## src/rtl/fetch_instr_queue_pkg.sv

```systemverilog
// Shared types and JAL helpers for the fetch-to-decode instruction queue.
// The entry layout matches the default WIDTH=31 / INDEX=7 configuration.
package fetch_pkg;

  localparam int FQ_WIDTH = 31;
  localparam int FQ_INDEX = 7;

  localparam logic [6:0] OP_JAL = 7'b1101111;

  typedef struct packed {
    logic [FQ_WIDTH:0] instr;
    logic [FQ_WIDTH:0] pc;
    logic [FQ_WIDTH:0] predPC;
    logic [FQ_INDEX:0] index;
    logic [1:0]        state;
    logic              redirect;
  } fetchEntry_t;

  // Sign-extended J-type immediate; bit 0 is always zero.
  function automatic logic [31:0] jalImm(input logic [31:0] ins);
    return {{11{ins[31]}}, ins[31], ins[19:12], ins[20], ins[30:21], 1'b0};
  endfunction

endpackage

```

## src/rtl/fetch_instr_queue_if.sv

```systemverilog
// Fetch-side and decode-side signals of the instruction queue.
// slave is the queue itself; master is whatever drives fetch and decode.
interface fetch_instr_queue_if #(
  parameter int WIDTH = 31,
  parameter int INDEX = 7,
  parameter int DEPTH = 8
);

  logic                   flush;
  logic                   fetchValid;
  logic [WIDTH:0]         instr;
  logic [WIDTH:0]         instrPC;
  logic [WIDTH:0]         predictedPCF;
  logic [INDEX:0]         GHRIndex;
  logic [1:0]             PHTState;
  logic                   redirect;
  logic                   freeze;
  logic                   isJAL;
  logic [WIDTH:0]         validAddress;
  logic                   deqReady;
  logic                   deqValid;
  logic [WIDTH:0]         dInstr;
  logic [WIDTH:0]         dPC;
  logic [WIDTH:0]         dPredPC;
  logic [INDEX:0]         dIndex;
  logic [1:0]             dState;
  logic                   dRedirect;
  logic [$clog2(DEPTH):0] count;

  modport slave (
    input  flush, fetchValid, instr, instrPC, predictedPCF, GHRIndex, PHTState,
           redirect, deqReady,
    output freeze, isJAL, validAddress, deqValid, dInstr, dPC, dPredPC, dIndex,
           dState, dRedirect, count
  );

  modport master (
    output flush, fetchValid, instr, instrPC, predictedPCF, GHRIndex, PHTState,
           redirect, deqReady,
    input  freeze, isJAL, validAddress, deqValid, dInstr, dPC, dPredPC, dIndex,
           dState, dRedirect, count
  );

endinterface

```

## src/rtl/fetch_instr_queue_jal_predecode.sv

```systemverilog
// Combinational JAL predecode on the bundle entering the queue.
// jal flags a JAL whose target the BTB did not already predict.
module jal_predecode
  import fetch_pkg::*;
(
  input  logic [31:0] instr,
  input  logic [31:0] pc,
  input  logic [31:0] predPC,
  input  logic        redirect,
  output logic        jal,
  output logic [31:0] target
);

  logic is_jal_s;
  logic btb_hit_s;
  logic unused_rd_s;

  assign unused_rd_s = ^instr[11:7];

  // Target wraps modulo 2^32; a correct BTB redirect suppresses the steer.
  always_comb begin
    is_jal_s  = (instr[6:0] == OP_JAL);
    target    = pc + jalImm(instr);
    btb_hit_s = redirect & (predPC == target);
    jal       = is_jal_s & ~btb_hit_s;
  end

endmodule

```

## src/rtl/fetch_instr_queue.sv

```systemverilog
// Circular fetch queue between fetch and decode with JAL steering on enqueue.
// Occupancy is tracked by a separate counter so a full queue is unambiguous.
module fetch_instr_queue
  import fetch_pkg::*;
#(
  parameter int WIDTH = FQ_WIDTH,
  parameter int INDEX = FQ_INDEX,
  parameter int DEPTH = 8
) (
  input logic                clk,
  input logic                globalReset,
  fetch_instr_queue_if.slave q
);

  localparam int PW = $clog2(DEPTH);
  localparam int CW = PW + 1;
  localparam logic [CW-1:0] FULL_C = CW'(DEPTH);
  localparam logic [PW-1:0] ONE_P  = PW'(1);
  localparam logic [CW-1:0] ONE_C  = CW'(1);

  fetchEntry_t    mem_r [DEPTH];
  logic [PW-1:0]  head_r;
  logic [PW-1:0]  tail_r;
  logic [CW-1:0]  count_r;

  logic           deq_valid_s;
  logic           enq_s;
  logic           deq_s;
  logic           jal_s;
  logic [WIDTH:0] target_s;
  fetchEntry_t    wr_s;
  fetchEntry_t    head_s;

  jal_predecode u_predecode (
    .instr    (q.instr),
    .pc       (q.instrPC),
    .predPC   (q.predictedPCF),
    .redirect (q.redirect),
    .jal      (jal_s),
    .target   (target_s)
  );

  // Handshake: a full queue still accepts when the head leaves the same cycle.
  always_comb begin
    deq_valid_s = (count_r != '0);
    deq_s       = deq_valid_s & q.deqReady & ~q.flush;
    enq_s       = q.fetchValid & ~q.flush & ((count_r != FULL_C) | deq_s);
    wr_s        = '{instr:    q.instr,
                    pc:       q.instrPC,
                    predPC:   q.predictedPCF,
                    index:    q.GHRIndex,
                    state:    q.PHTState,
                    redirect: q.redirect};
    if (deq_valid_s) begin
      head_s = mem_r[head_r];
    end else begin
      head_s = '0;
    end
  end

  assign q.freeze       = q.fetchValid & ~enq_s & ~q.flush;
  assign q.isJAL        = enq_s & jal_s;
  assign q.validAddress = target_s;
  assign q.deqValid     = deq_valid_s;
  assign q.dInstr       = head_s.instr;
  assign q.dPC          = head_s.pc;
  assign q.dPredPC      = head_s.predPC;
  assign q.dIndex       = head_s.index;
  assign q.dState       = head_s.state;
  assign q.dRedirect    = head_s.redirect;
  assign q.count        = count_r;

  // Entry storage carries no reset; only the pointers define validity.
  always_ff @(posedge clk) begin
    if (globalReset && enq_s) begin
      mem_r[tail_r] <= wr_s;
    end
  end

  // Pointers and occupancy; reset beats flush, flush beats enqueue/dequeue.
  always_ff @(posedge clk) begin
    if (!globalReset) begin
      head_r  <= '0;
      tail_r  <= '0;
      count_r <= '0;
    end else if (q.flush) begin
      head_r  <= '0;
      tail_r  <= '0;
      count_r <= '0;
    end else begin
      if (enq_s) begin
        tail_r <= tail_r + ONE_P;
      end else begin
        tail_r <= tail_r;
      end
      if (deq_s) begin
        head_r <= head_r + ONE_P;
      end else begin
        head_r <= head_r;
      end
      case ({enq_s, deq_s})
        2'b10:   count_r <= count_r + ONE_C;
        2'b01:   count_r <= count_r - ONE_C;
        default: count_r <= count_r;
      endcase
    end
  end

endmodule

```

## src/flat_wrapper.sv

```systemverilog
// flat-port wrapper written by rule: the top's interface ports become plain ports
module fetch_instr_queue_flat import fetch_pkg::*;
#(
  parameter int WIDTH = FQ_WIDTH,
  parameter int INDEX = FQ_INDEX,
  parameter int DEPTH = 8
)
  (clk, globalReset, q_flush, q_fetchValid, q_instr, q_instrPC, q_predictedPCF, q_GHRIndex, q_PHTState, q_redirect, q_deqReady, q_freeze, q_isJAL, q_validAddress, q_deqValid, q_dInstr, q_dPC, q_dPredPC, q_dIndex, q_dState, q_dRedirect, q_count);
  fetch_instr_queue_if #(.WIDTH(WIDTH), .INDEX(INDEX), .DEPTH(DEPTH)) q_i ();
  input logic clk;
  input logic globalReset;
  input wire logic [$bits(q_i.flush)-1:0] q_flush;
  input wire logic [$bits(q_i.fetchValid)-1:0] q_fetchValid;
  input wire logic [$bits(q_i.instr)-1:0] q_instr;
  input wire logic [$bits(q_i.instrPC)-1:0] q_instrPC;
  input wire logic [$bits(q_i.predictedPCF)-1:0] q_predictedPCF;
  input wire logic [$bits(q_i.GHRIndex)-1:0] q_GHRIndex;
  input wire logic [$bits(q_i.PHTState)-1:0] q_PHTState;
  input wire logic [$bits(q_i.redirect)-1:0] q_redirect;
  input wire logic [$bits(q_i.deqReady)-1:0] q_deqReady;
  output wire logic [$bits(q_i.freeze)-1:0] q_freeze;
  output wire logic [$bits(q_i.isJAL)-1:0] q_isJAL;
  output wire logic [$bits(q_i.validAddress)-1:0] q_validAddress;
  output wire logic [$bits(q_i.deqValid)-1:0] q_deqValid;
  output wire logic [$bits(q_i.dInstr)-1:0] q_dInstr;
  output wire logic [$bits(q_i.dPC)-1:0] q_dPC;
  output wire logic [$bits(q_i.dPredPC)-1:0] q_dPredPC;
  output wire logic [$bits(q_i.dIndex)-1:0] q_dIndex;
  output wire logic [$bits(q_i.dState)-1:0] q_dState;
  output wire logic [$bits(q_i.dRedirect)-1:0] q_dRedirect;
  output wire logic [$bits(q_i.count)-1:0] q_count;
  assign q_i.flush = q_flush;
  assign q_i.fetchValid = q_fetchValid;
  assign q_i.instr = q_instr;
  assign q_i.instrPC = q_instrPC;
  assign q_i.predictedPCF = q_predictedPCF;
  assign q_i.GHRIndex = q_GHRIndex;
  assign q_i.PHTState = q_PHTState;
  assign q_i.redirect = q_redirect;
  assign q_i.deqReady = q_deqReady;
  assign q_freeze = q_i.freeze;
  assign q_isJAL = q_i.isJAL;
  assign q_validAddress = q_i.validAddress;
  assign q_deqValid = q_i.deqValid;
  assign q_dInstr = q_i.dInstr;
  assign q_dPC = q_i.dPC;
  assign q_dPredPC = q_i.dPredPC;
  assign q_dIndex = q_i.dIndex;
  assign q_dState = q_i.dState;
  assign q_dRedirect = q_i.dRedirect;
  assign q_count = q_i.count;
  fetch_instr_queue #(.WIDTH(WIDTH), .INDEX(INDEX), .DEPTH(DEPTH)) u_core (.clk(clk), .globalReset(globalReset), .q(q_i));
endmodule
```

## config.mk

```make
export PLATFORM = sky130hd
export DESIGN_NAME = fetch_instr_queue_flat
export DESIGN_NICKNAME = d
export VERILOG_FILES = /design/src/rtl/fetch_instr_queue_pkg.sv /design/src/rtl/fetch_instr_queue_if.sv /design/src/rtl/fetch_instr_queue_jal_predecode.sv /design/src/rtl/fetch_instr_queue.sv /design/src/flat_wrapper.sv
export SDC_FILE = /design/constraint.sdc
export NUM_CORES = 1
export LEC_CHECK = 0
export CORE_MARGIN = 3
export CORE_UTILIZATION = 44
export CTS_CLUSTER_DIAMETER = 200
export DETAILED_ROUTE_END_ITERATION = 10
export PLACE_DENSITY = 0.63
export REMOVE_ABC_BUFFERS = 1
export SKIP_CTS_REPAIR_TIMING = 1
export SYNTH_ARGS = -nofsm -noshare
export SYNTH_HDL_FRONTEND = slang
export SYNTH_SLANG_ARGS = --single-unit
```

## constraint.sdc

```tcl
create_clock -name clk -period 19 [get_ports clk]
set_input_delay 3.8 -clock clk [delete_from_list [all_inputs] [get_ports clk]]
set_output_delay 3.8 -clock clk [all_outputs]
set_load 0.05 [all_outputs]
```

## Yosys cells after proc, flatten, opt, wreduce, memory -nomap -nowiden

Memory sizes are Yosys's and may differ from the RTL's. A register that Yosys moved wholly into a read port is not among the register bits.
Index checks and enable logic that the tools add are counted.

- $add $sub $neg: 5
- Eq/ne operators: 5
- Multiplexer cells: 6
- Bitwise gates (word level): 14
- Reduce and logical (&&, ||, !) cells: 4

Operators by type and width:

| kind | number |
|---|---|
| $mux W107 | 1 |
| $add A32 B32 Y32 | 1 |
| $eq A32 B32 Y1 | 1 |
| $and A1 B1 Y1 | 9 |
| $pmux W4 S2 | 1 |
| $eq A7 B7 Y1 const B | 1 |
| $add A3 B1 Y3 const B | 2 |
| $mux W3 | 2 |
| $add A4 B1 Y4 const B | 1 |
| $ne A4 B4 Y1 const B | 1 |
| $not A1 Y1 | 4 |
| $reduce_bool A4 Y1 | 1 |
| $sub A4 B1 Y4 const B | 1 |
| $eq A2 B1 Y1 const B | 1 |
| $eq A2 B2 Y1 const B | 1 |
| $mux W1 | 2 |
| $reduce_bool A2 Y1 | 1 |
| $reduce_or A2 Y1 | 1 |
| $logic_and A1 B1 Y1 | 1 |
| $or A1 B1 Y1 | 1 |

- Register bits after elaboration: 10
- Memory bits (writable): 856
- Output and inout port bits: 146
- Logic and storage cells: 38
- Memories kept: 1

Memories:

| name | depth | width | read ports | clocked after memory_dff | write ports | line | RTL |
|---|---|---|---|---|---|---|---|
| u_core.mem_r | 8 | 107 | 1 | 1 | 1 | fetch_instr_queue.sv:21 | `fetchEntry_t mem_r [DEPTH];` |

## Depth between registers and ports, before layout

Gate-level depths: netlist of the first run.

- Depth in word-level cells: 8
- Depth in mapped cells: 14

## By module

A second synthesis of the first run with hierarchy kept.

- Cell total of the unflattened synthesis: 1,831
- Area, all modules: 35,947.0 um2

Modules (own cells, without submodules):

| module | instances | cells an instance | area an instance (um2) | seq. area each (um2) |
|---|---|---|---|---|
| fetch_instr_queue | 1 | 1,454 | 33,256.9 | 25,964.9 |
| jal_predecode | 1 | 377 | 2,690.1 | 0.0 |

## Least setup slack after synthesis of the first run

OpenSTA, ideal clock, no wires.

- Path kind: input-to-reg
- From: input port q_flush
- To: memory u_core.mem_r[4][0] in the netlist's numbering, enable pin
- Arrival: 11.807 ns
- Data required time: 18.296 ns
- Setup slack: 6.489 ns
- Stages on the path: 6
- Buffers on the path: 1
- Cell sequence: nand2b_1 -> nand3_1 -> and3b_1 -> clkbuf_1 -> nand3_1 -> nor3_1

- Longest elaborated chain between the ends: 7

RTL lines:

| what | line | RTL |
|---|---|---|
| start: declaration | flat_wrapper.sv:12 | `input wire logic [$bits(q_i.flush)-1:0] q_flush;` |
| $not A1 Y1 (*) | fetch_instr_queue.sv:46, fetch_instr_queue.sv:47 |  |
| $and A1 B1 Y1 | fetch_instr_queue.sv:46 | `deq_s = deq_valid_s & q.deqReady & ~q.flush;` |
| $or A1 B1 Y1 | fetch_instr_queue.sv:47 | `enq_s = q.fetchValid & ~q.flush & ((count_r != FULL_C) \| deq_s);` |
| $and A1 B1 Y1 (*) | fetch_instr_queue.sv:47 |  |
| $logic_and A1 B1 Y1 (*) | fetch_instr_queue.sv:75 | `if (globalReset && enq_s) begin` |
| $mux W1 (*) | fetch_instr_queue.sv:75 |  |
| $mux W1 (not written as such) (*) | fetch_instr_queue.sv:76 | `mem_r[tail_r] <= wr_s;` |
| end: declaration | fetch_instr_queue.sv:21 |  |

Mark *: on every way between the ends. The rest lies on a longest branch, timed or not.

## Worst setup path in the final report of the first run

- From: input port q_instr[21]
- To: output port q_isJAL

- Longest elaborated chain between the ends: 6

RTL lines:

| what | line | RTL |
|---|---|---|
| start: declaration | flat_wrapper.sv:14 | `input wire logic [$bits(q_i.instr)-1:0] q_instr;` |
| $add A32 B32 Y32 | fetch_instr_queue_jal_predecode.sv:23 | `target = pc + jalImm(instr);` |
| $eq A32 B32 Y1 | fetch_instr_queue_jal_predecode.sv:24 | `btb_hit_s = redirect & (predPC == target);` |
| $and A1 B1 Y1 | fetch_instr_queue_jal_predecode.sv:24 |  |
| $not A1 Y1 | fetch_instr_queue_jal_predecode.sv:25 | `jal = is_jal_s & ~btb_hit_s;` |
| $and A1 B1 Y1 | fetch_instr_queue_jal_predecode.sv:25 |  |
| $and A1 B1 Y1 | fetch_instr_queue.sv:62 | `assign q.isJAL = enq_s & jal_s;` |
| end: declaration | flat_wrapper.sv:22 | `output wire logic [$bits(q_i.isJAL)-1:0] q_isJAL;` |

No other way between the ends.

==> metrics.csv, run 1 <==
metric,value,unit
Pwr Density,100,mW/mm^2
Final HPWL DP,47900,um
MaxCap Viol Count,0,
Pins Over Slew Limit,0,
Synth area leader,edfxtp_1,
CP Launch Type,input pin,
grt total ovfl,0,
core area,0.0795,sq mm
initial antenna violation count,10,
r2r setup slk,14770,ps
hold_ws,478,ps
WL per Instance,27.0,um
FF-to-FF path depth,7,
Synth Cell Area,0.0355,sq mm
RSZ-0062 raised after global routing,no,
CTS Buffer Depth,3,
largest net degree at the start of global routing,156,
cells after synthesis,1799,
Placed Instances,3035,
starting density of the core,0.447,
min setup slack post-route,5850,ps
Area contributors post-synth,"edfxtp_1, mux4_2, mux2i_1, nor2_1, ha_1",
Layout Cells excl Fill,3212,
P&R area growth vs syn,19.3,%
Crit. Startpoint,q_instr[21],
"antenna viol nets, final",0,
Setup TNS,0,ps
overall routed net length,86600,um
area fraction of the dominant cell type after synthesis,0.723,
Synth Register Bits,869,
CTS tree,done,
Final Wtd Congestion,0.853,
Setup crit end kind,output port,
fin crit share,0.692,
Buffers on Ports,257,
ys flop type,edfxtp_1,
hold_sp,u_core.head_r[1],
Setup Skew,20.2,ps
Overall Global Routing Usage,0.205,
share of cells above drive strength 1,0.189,
post-layout min period,13150,ps
Post-synth EDFFs,856,
number of DRC markers in iteration 0,1522,
"Power, Total",4.25,mW
CTS Buf Count,93,
FP Rows,103,
sequential-to-total area share from yosys stat,0.731,
Tightest Hold Check Type,reg -> reg,
synth unique cells,80,
asr flop ratio synth,0,
crit path max fanout,9,
residual DRC count,0,
Max Freq,0.0760,GHz
Slew @ Worst Pin,1270,ps
most numerous cell in the Yosys netlist,edfxtp_1,
syn_area_per_cell,19.7,sq um
status,"finished, final reports clean",
DR pass1 iterations,5,
Clock transition at path regs,70,ps
synth cell count leaders,"edfxtp_1, mux4_2, nor2_1, mux2i_1, clkbuf_1",
Die X,290,um
Fin. Hold Viols,0,
Root Driver,clkbuf_16,
via count,18400,
Final setup violation count,0,
Synth Warn #,0,
Hold Path Cell Cnt,2,
Place WS,5780,ps
Worst R2R End,u_core.mem_r[7][11],
number of placed I/O pins,258,
clk_lat worst skew,660,ps
die area,0.0842,sq mm
Die Y,290,um
first-pass GRT wire length,129000,um
nets@finish,2228,
Vias/cell,5.74,
reg2reg start,u_core.q.count[1],
Max VDD drop,0.0000913,V
number of global-route vias before repair,19200,
Slew HR,0.157,
H-tree depth,3,
CP arrival,9350,ps
WS Path Type,in -> out,
P_leak,12.9,nW
# clock sinks,869,
WP data required,15200,ps
[cells in the final DEF, fill, tap and decap left out, types with 30 or more instances in the layout]
master,netlist,final
clkdlybuf4s50_1,0,257
nand2_1,31,31
mux2i_1,111,111
a21oi_1,36,36
ha_1,34,34
nor2_1,161,155
mux4_2,214,214
edfxtp_1,856,856
xor2_1,30,30
clkbuf_16,0,94
[per-layer routing]
layer / global-route usage / up-vias / wire length (um) / share of wire
met5: 0 / - / 28 / 0.00032
met4: 0.0519 / 4 / 1770 / 0.020
met3: 0.0396 / 121 / 5160 / 0.060
met2: 0.334 / 589 / 42600 / 0.49
met1: 0.286 / 9778 / 37000 / 0.43
li1: - / 7942 / - / -
[critical path, cell delays in order]
cell and delay (ps):
clkdlybuf4s50_1 650, ha_1 300, fa_1 470, xnor2_1 180, nand4_1 170, a2111oi_0 920
o2111ai_1 270, a2111oi_2 390, nand4_1 150, nor4_2 230, nand4_1 170, nor4_1 690
a41oi_1 200, clkdlybuf4s50_1 760
[cells by family after synthesis]
group                      after synthesis  synth area share
AOI/OAI and AO/OA                      126            0.0255
and+or+nand+nor                        279            0.0358
buffers and inverters                  102            0.0123
adders and majority gates               36            0.0131
DFF                                    869             0.731
muxes                                  327             0.168
xor gates and xnor gates                60            0.0150
[area by class of cell]
class	instances	area, sq um
clock buffer	117	2440
antenna	8	20.0
timing repair buffer	278	2820
sequential	869	26000
tap	1050	1310
inverter	10	37.5
fill	6213	37100
multi-input combinational	828	9190
clock inverter	52	579
[worst max path at each step]
stage | end | slack [ps] | cells past startpoint
after floorplan | q_deqValid | 4560 | 2
after global placement | q_isJAL | 5790 | 14
after detailed placement | q_isJAL | 5780 | 14
after CTS | q_isJAL | 5770 | 14
after global routing | q_isJAL | 5610 | 14
final | q_isJAL | 5850 | 14
[power breakdown]
group | internal, mW | switching (mW)
Clock | 1.05 | 0.745
Combinational | 0.114 | 0.227
Sequential | 2.11 | 0.00277
[metrics by stage]
| step | utilization | cell area [sq um] |
|---|---|---|
| final | 0.533 | 42400 |
| after global routing | 0.533 | 42400 |
| after CTS | 0.533 | 42400 |
| after detailed placement | 0.495 | 39300 |
| after global placement | 0.495 | 39300 |
| after floorplan | - | 35100 |
[state kept, by name, indices dropped and copies added (netlist names), named ones only]
name            count
u_core.head_r       3
u_core.mem_r      856
u_core.q.count      4
u_core.tail_r       3
Note: power is estimated with default switching activity, not from simulation.
==> run 2: changes to the inputs <==
Settings changed: PLACE_DENSITY 0.63 to 0.65.
Clock period 19 ns to 10.69 ns, I/O delays scaled along.
==> run 2 against run 1 <==
Effect of this change:
- routed wire length shrank 0.65%
- design area is essentially flat
- first-iteration DRC count grew 9.1%
- critical path depth grew 1
- critical path type unchanged
- highest routed layer unchanged
==> metrics.csv, run 2 (synthesized netlist as in run 1, its figures left out) <==
metric,value,unit,change
nets@finish,2226,,-0.090%
Die Y,290,um,unchanged
Setup crit end kind,output port,,
max FFs per register,856,,unchanged
number of global-route vias before repair,19300,,+0.64%
CTS tree,done,,
Tightest Hold Check Type,reg -> reg,,
Hold Path Cell Cnt,2,,unchanged
RSZ-0062 raised after global routing,no,,
most frequent cells in the layout,"edfxtp_1, clkdlybuf4s50_1, mux4_2",,
number of placed I/O pins,258,,unchanged
overall routed net length,86100,um,-0.65%
share of cells above drive strength 1,0.187,,-0.00215
first-pass GRT wire length,128000,um,-0.44%
Place WS,1260,ps,-4520 ps
P_leak,12.9,nW,-0.35%
final cell utilization of the core,0.533,,about the same
DR pass1 iterations,5,,unchanged
Slew HR,0.231,,+0.0744
MaxCap Viol Count,0,,unchanged
grt total ovfl,0,,unchanged
CP arrival,7250,ps,-2100 ps
initial antenna violation count,8,,-2
Biggest register,u_core.mem_r,,
Clock transition at path regs,60,ps,about the same
crit path max fanout,9,,unchanged
# clock sinks,869,,unchanged
Slew @ Worst Pin,1150,ps,-114 ps
CP Launch Type,input pin,,
post-layout min period,9380,ps,
CTS Buffer Depth,3,,unchanged
hold_ws,494,ps,+16.7 ps
starting density of the core,0.447,,unchanged
Vias/cell,5.72,,-0.38%
H-tree depth,3,,unchanged
Overall Global Routing Usage,0.204,,-0.000958
Final HPWL DP,47300,um,-1.3%
Max VDD drop,0.000127,V,+39%
Final setup violation count,0,,unchanged
number of DRC markers in iteration 0,1661,,+9.1%
Pins Over Slew Limit,0,,unchanged
Buffers on Ports,257,,unchanged
"antenna viol nets, final",0,,unchanged
status,"finished, final reports clean",,
WS Path Type,in -> out,,
die area,0.0842,sq mm,unchanged
"commonest non-fill, non-tap cell in the layout",edfxtp_1,,
via count,18300,,-0.50%
Root Driver,clkbuf_16,,
largest net degree at the start of global routing,108,,-31%
P&R area growth vs syn,19.2,%,about the same
clk_lat worst skew,660,ps,about the same
core area,0.0795,sq mm,unchanged
WP data required,8550,ps,-6650 ps
"Power, Total",7.49,mW,+76%
Max Freq,0.107,GHz,
CTS Buf Count,93,,unchanged
FF-to-FF path depth,7,,unchanged
Setup TNS,0,ps,unchanged
FP Rows,103,,unchanged
Fin. Hold Viols,0,,unchanged
Die X,290,um,unchanged
Final Wtd Congestion,0.852,,about the same
min setup slack post-route,1310,ps,-4540 ps
WL per Instance,26.8,um,-0.52%
residual DRC count,0,,unchanged
Pwr Density,177,mW/mm^2,+76%
Setup Skew,37.9,ps,+17.7 ps
fin crit share,0.878,,
run 2: cell types whose count changed in the layout (fill, tap and decap cells not counted), moves of 3 or more:
cell and change:
buf_4 -5, clkinv_1 +6, buf_12 +3, bufinv_16 -3
inv_6 -3, clkbuf_1 -3, clkinv_2 -4, clkinvlp_4 +3
run 2: cell type report:
type | count | area (sq um)
Antenna cell | 6 | 15.0
Fill cell | 6196 | 37200
Tap cell | 1050 | 1310
Sequential cell | 869 | 26000
Timing Repair Buffer | 276 | 2840
Multi-Input combinational cell | 828 | 9190
Inverter | 10 | 37.5
Clock buffer | 113 | 2400
Clock inverter | 56 | 571
run 2: metal layers:
layer,global-route usage,vias up,share of wire
met5,0,-,0.00031
met4,0.0610,4,0.026
met3,0.0389,136,0.058
met2,0.337,539,0.50
met1,0.277,9721,0.42
li1,-,7941,-
run 2: final timing paths:
| path | start | endpoint | slack [ps] |
|---|---|---|---|
| setup reg to reg | u_core.q.count[1] | u_core.mem_r[5][41] | 6950 |
| hold / removal | u_core.head_r[1] | register | 490 |
| setup / recovery | q_instr[21] | q_isJAL | 1310 |
| hold reg to reg | u_core.head_r[1] | register | 490 |
run 2: worst max-delay path, cell delays in order:
cell             delay, ps
clkdlybuf4s50_1        620
ha_1                   360
fa_1                   490
xnor2_1                190
nand4_1                130
a2111oi_0              360
buf_4                  200
o2111ai_1              120
a2111oi_2              380
nand4_1                150
nor4_2                 270
nand4_1                190
nor4_1                 660
a41oi_1                240
clkdlybuf4s50_1        760
run 2: through the flow:
stage | instances | cell area [sq um]
global placement | 3033 | 39400
CTS | 3202 | 42300
detailed placement | 3033 | 39400
global route | 3202 | 42300
floorplan | 1707 | 35100
finish | 3208 | 42300
run 2: power by group:
part	internal, mW	switching (mW)
Sequential	3.76	0.00509
Clock	1.79	1.33
Combinational	0.203	0.405
Total	5.75	1.74
==> run 3: changes to the inputs <==
Settings changed: CORE_UTILIZATION 44 to 53, PLACE_DENSITY 0.65 to 0.76.
==> run 3 against run 2 <==
Effect of this change:
- critical path depth unchanged
- clock power down 8.3%
- die area shrank 17%
- global-route usage grew 2.9 points
- total power down 3.5%
- non-clock buffer count is 2 higher
- design area fell by 1.3%
- routed wire length fell by 6.0%
- worst setup slack worse by 58 ps
- largest cell class unchanged
==> metrics.csv, run 3 (synthesized netlist as in run 1, its figures left out) <==
metric,value,unit,change
status,"finished, final reports clean",,
crit path max fanout,9,,unchanged
Critical Path Max Stage Delay,760,ps,about the same
"antenna viol nets, final",0,,unchanged
WS Path Type,in -> out,,
core area,0.0661,sq mm,-17%
post-layout min period,9440,ps,+58.3 ps
P&R area growth vs syn,17.6,%,
Max Freq,0.106,GHz,-0.62%
Final Wtd Congestion,0.920,,+8.0%
Tightest Hold Check Type,reg -> reg,,
# clock sinks,869,,unchanged
Slew HR,0.306,,+0.0754
"Cell Area, Placed",0.0391,sq mm,-0.62%
Overall Global Routing Usage,0.233,,+0.0294
overall routed net length,80900,um,-6.0%
slowest CP cell,clkdlybuf4s50_1,,
P_leak,12.7,nW,-1.0%
Layout Cells excl Fill,3004,,-6.4%
WL per Instance,26.9,um,+0.33%
multi-input logic area,0.00919,sq mm,unchanged
Max VDD drop,0.000123,V,-3.5%
post-route cell area,0.0418,sq mm,-1.3%
Placed Instances,2849,,-6.1%
starting density of the core,0.538,,+0.0907
H-tree depth,3,,unchanged
first-pass GRT wire length,122000,um,-5.0%
number of global-route vias before repair,19200,,-0.92%
fin crit share,0.883,,+0.00545
Slew @ Worst Pin,1040,ps,-110 ps
max FFs per register,856,,unchanged
min setup slack post-route,1250,ps,-58.3 ps
CTS Buffer Depth,3,,unchanged
largest net degree at the start of global routing,108,,unchanged
Logic pwr share,0.083,,+0.002
CP Cell Sequence,"clkdlybuf4s50_1, ha_1, fa_1, xnor2_1, nand4_1, a2111oi_0, buf_4, o2111ai_1, a2111oi_2, nand4_1, nor4_2, nand4_1, nor4_1, a41oi_1, clkdlybuf4s50_1",,
via count,18300,,-0.18%
share of cells above drive strength 1,0.183,,-0.00375
hold_ws,519,ps,+24.9 ps
most frequent cells in the layout,"edfxtp_1, clkdlybuf4s50_1, mux4_2",,
P_sw,1.63,mW,-6.7%
grt total ovfl,0,,unchanged
Setup crit end kind,output port,,
Die X,265,um,-8.7%
Int Pwr,5.60,mW,-2.6%
Biggest register,u_core.mem_r,,
Place WS,1210,ps,-53.1 ps
CP Launch Type,input pin,,
Final setup violation count,0,,unchanged
initial antenna violation count,5,,-3
DR pass1 iterations,5,,unchanged
fillers,4499,,-27%
FP Rows,94,,-8.7%
nets@finish,2221,,-0.22%
Buffers on Ports,257,,unchanged
Setup Skew,15.8,ps,-22.1 ps
residual DRC count,0,,unchanged
die area,0.0702,sq mm,-17%
Clock transition at path regs,60,ps,about the same
RSZ-0062 raised after global routing,no,,
CP arrival,7300,ps,+50 ps
Root Driver,clkbuf_16,,
number of DRC markers in iteration 0,1490,,-10%
"commonest non-fill, non-tap cell in the layout",edfxtp_1,,
MaxCap Viol Count,0,,unchanged
CTS tree,done,,
Vias/cell,6.09,,+6.6%
Die Y,265,um,-8.7%
CTS Buf Count,86,,-7.5%
Final HPWL DP,44700,um,-5.4%
sw frac,0.225,,-0.00776
Sequential Power Share,0.521,,+0.019
WP data required,8550,ps,about the same
clk_lat worst skew,620,ps,-40 ps
Pwr Density,173,mW/mm^2,-2.2%
Pins Over Slew Limit,0,,unchanged
number of placed I/O pins,258,,unchanged
cell mode on critical path,nand4_1,,
FF/Latch Area,0.0260,sq mm,unchanged
clock network fraction of total power,0.396,,-0.020
Fin. Hold Viols,0,,unchanged
==> run 3: area by class of cell <==
class	instances	area share
Sequential cell	869	0.622
Multi-Input combinational cell	828	0.220
Timing Repair Buffer	278	0.0677
Clock buffer	108	0.0550
Tap cell	864	0.0259
Clock inverter	43	0.00856
Inverter	10	0.000898
Antenna cell	4	0.000240
==> run 3: worst paths after layout <==
| path | from | to | slack [ps] | cells after the start |
|---|---|---|---|---|
| worst max register to register | u_core.q.count[3] | u_core.q.count[3] | 7530 | 11 |
| worst min register to register | u_core.head_r[1] | register | 520 | 2 |
| worst min-delay path | u_core.head_r[1] | register | 520 | 2 |
| worst max-delay path | q_instr[21] | q_isJAL | 1250 | 15 |
==> run 3: critical path, delay by kind of cell <==
family | cells | cell delay, ps
buffers and inverters | 3 | 1620
and+or+nand+nor | 5 | 1370
AOI/OAI and AO/OA | 4 | 1140
adders and majority gates | 2 | 840
xor gates and xnor gates | 1 | 180
==> run 3: through the flow <==
stage | util | TNS (ps) | power (mW)
2_1_floorplan | - | -222700 | 4.19
3_3_place_gp | 0.592 | 0 | 4.43
3_5_place_dp | 0.592 | 0 | 4.43
4_1_cts | 0.632 | 0 | 7.29
5_1_grt | 0.632 | 0 | 7.46
6_report | 0.632 | 0 | 7.23
==> run 3: metal layers <==
metal | vias to the layer above | GRT usage | part of all wire
met5 | - | 0 | 0.00032
met4 | 4 | 0.0691 | 0.024
met3 | 133 | 0.0429 | 0.066
met2 | 610 | 0.383 | 0.50
met1 | 9659 | 0.325 | 0.41
li1 | 7902 | - | -
==> run 3: power groups by stage <==
stage / Combinational (mW) / Clock [mW] / Sequential, mW
after floorplan: 0.344 / 0 / 3.84
after global placement: 0.595 / 0 / 3.83
after detailed placement: 0.599 / 0 / 3.84
after CTS: 0.603 / 2.92 / 3.76
after global routing: 0.637 / 3.06 / 3.76
final: 0.602 / 2.86 / 3.76
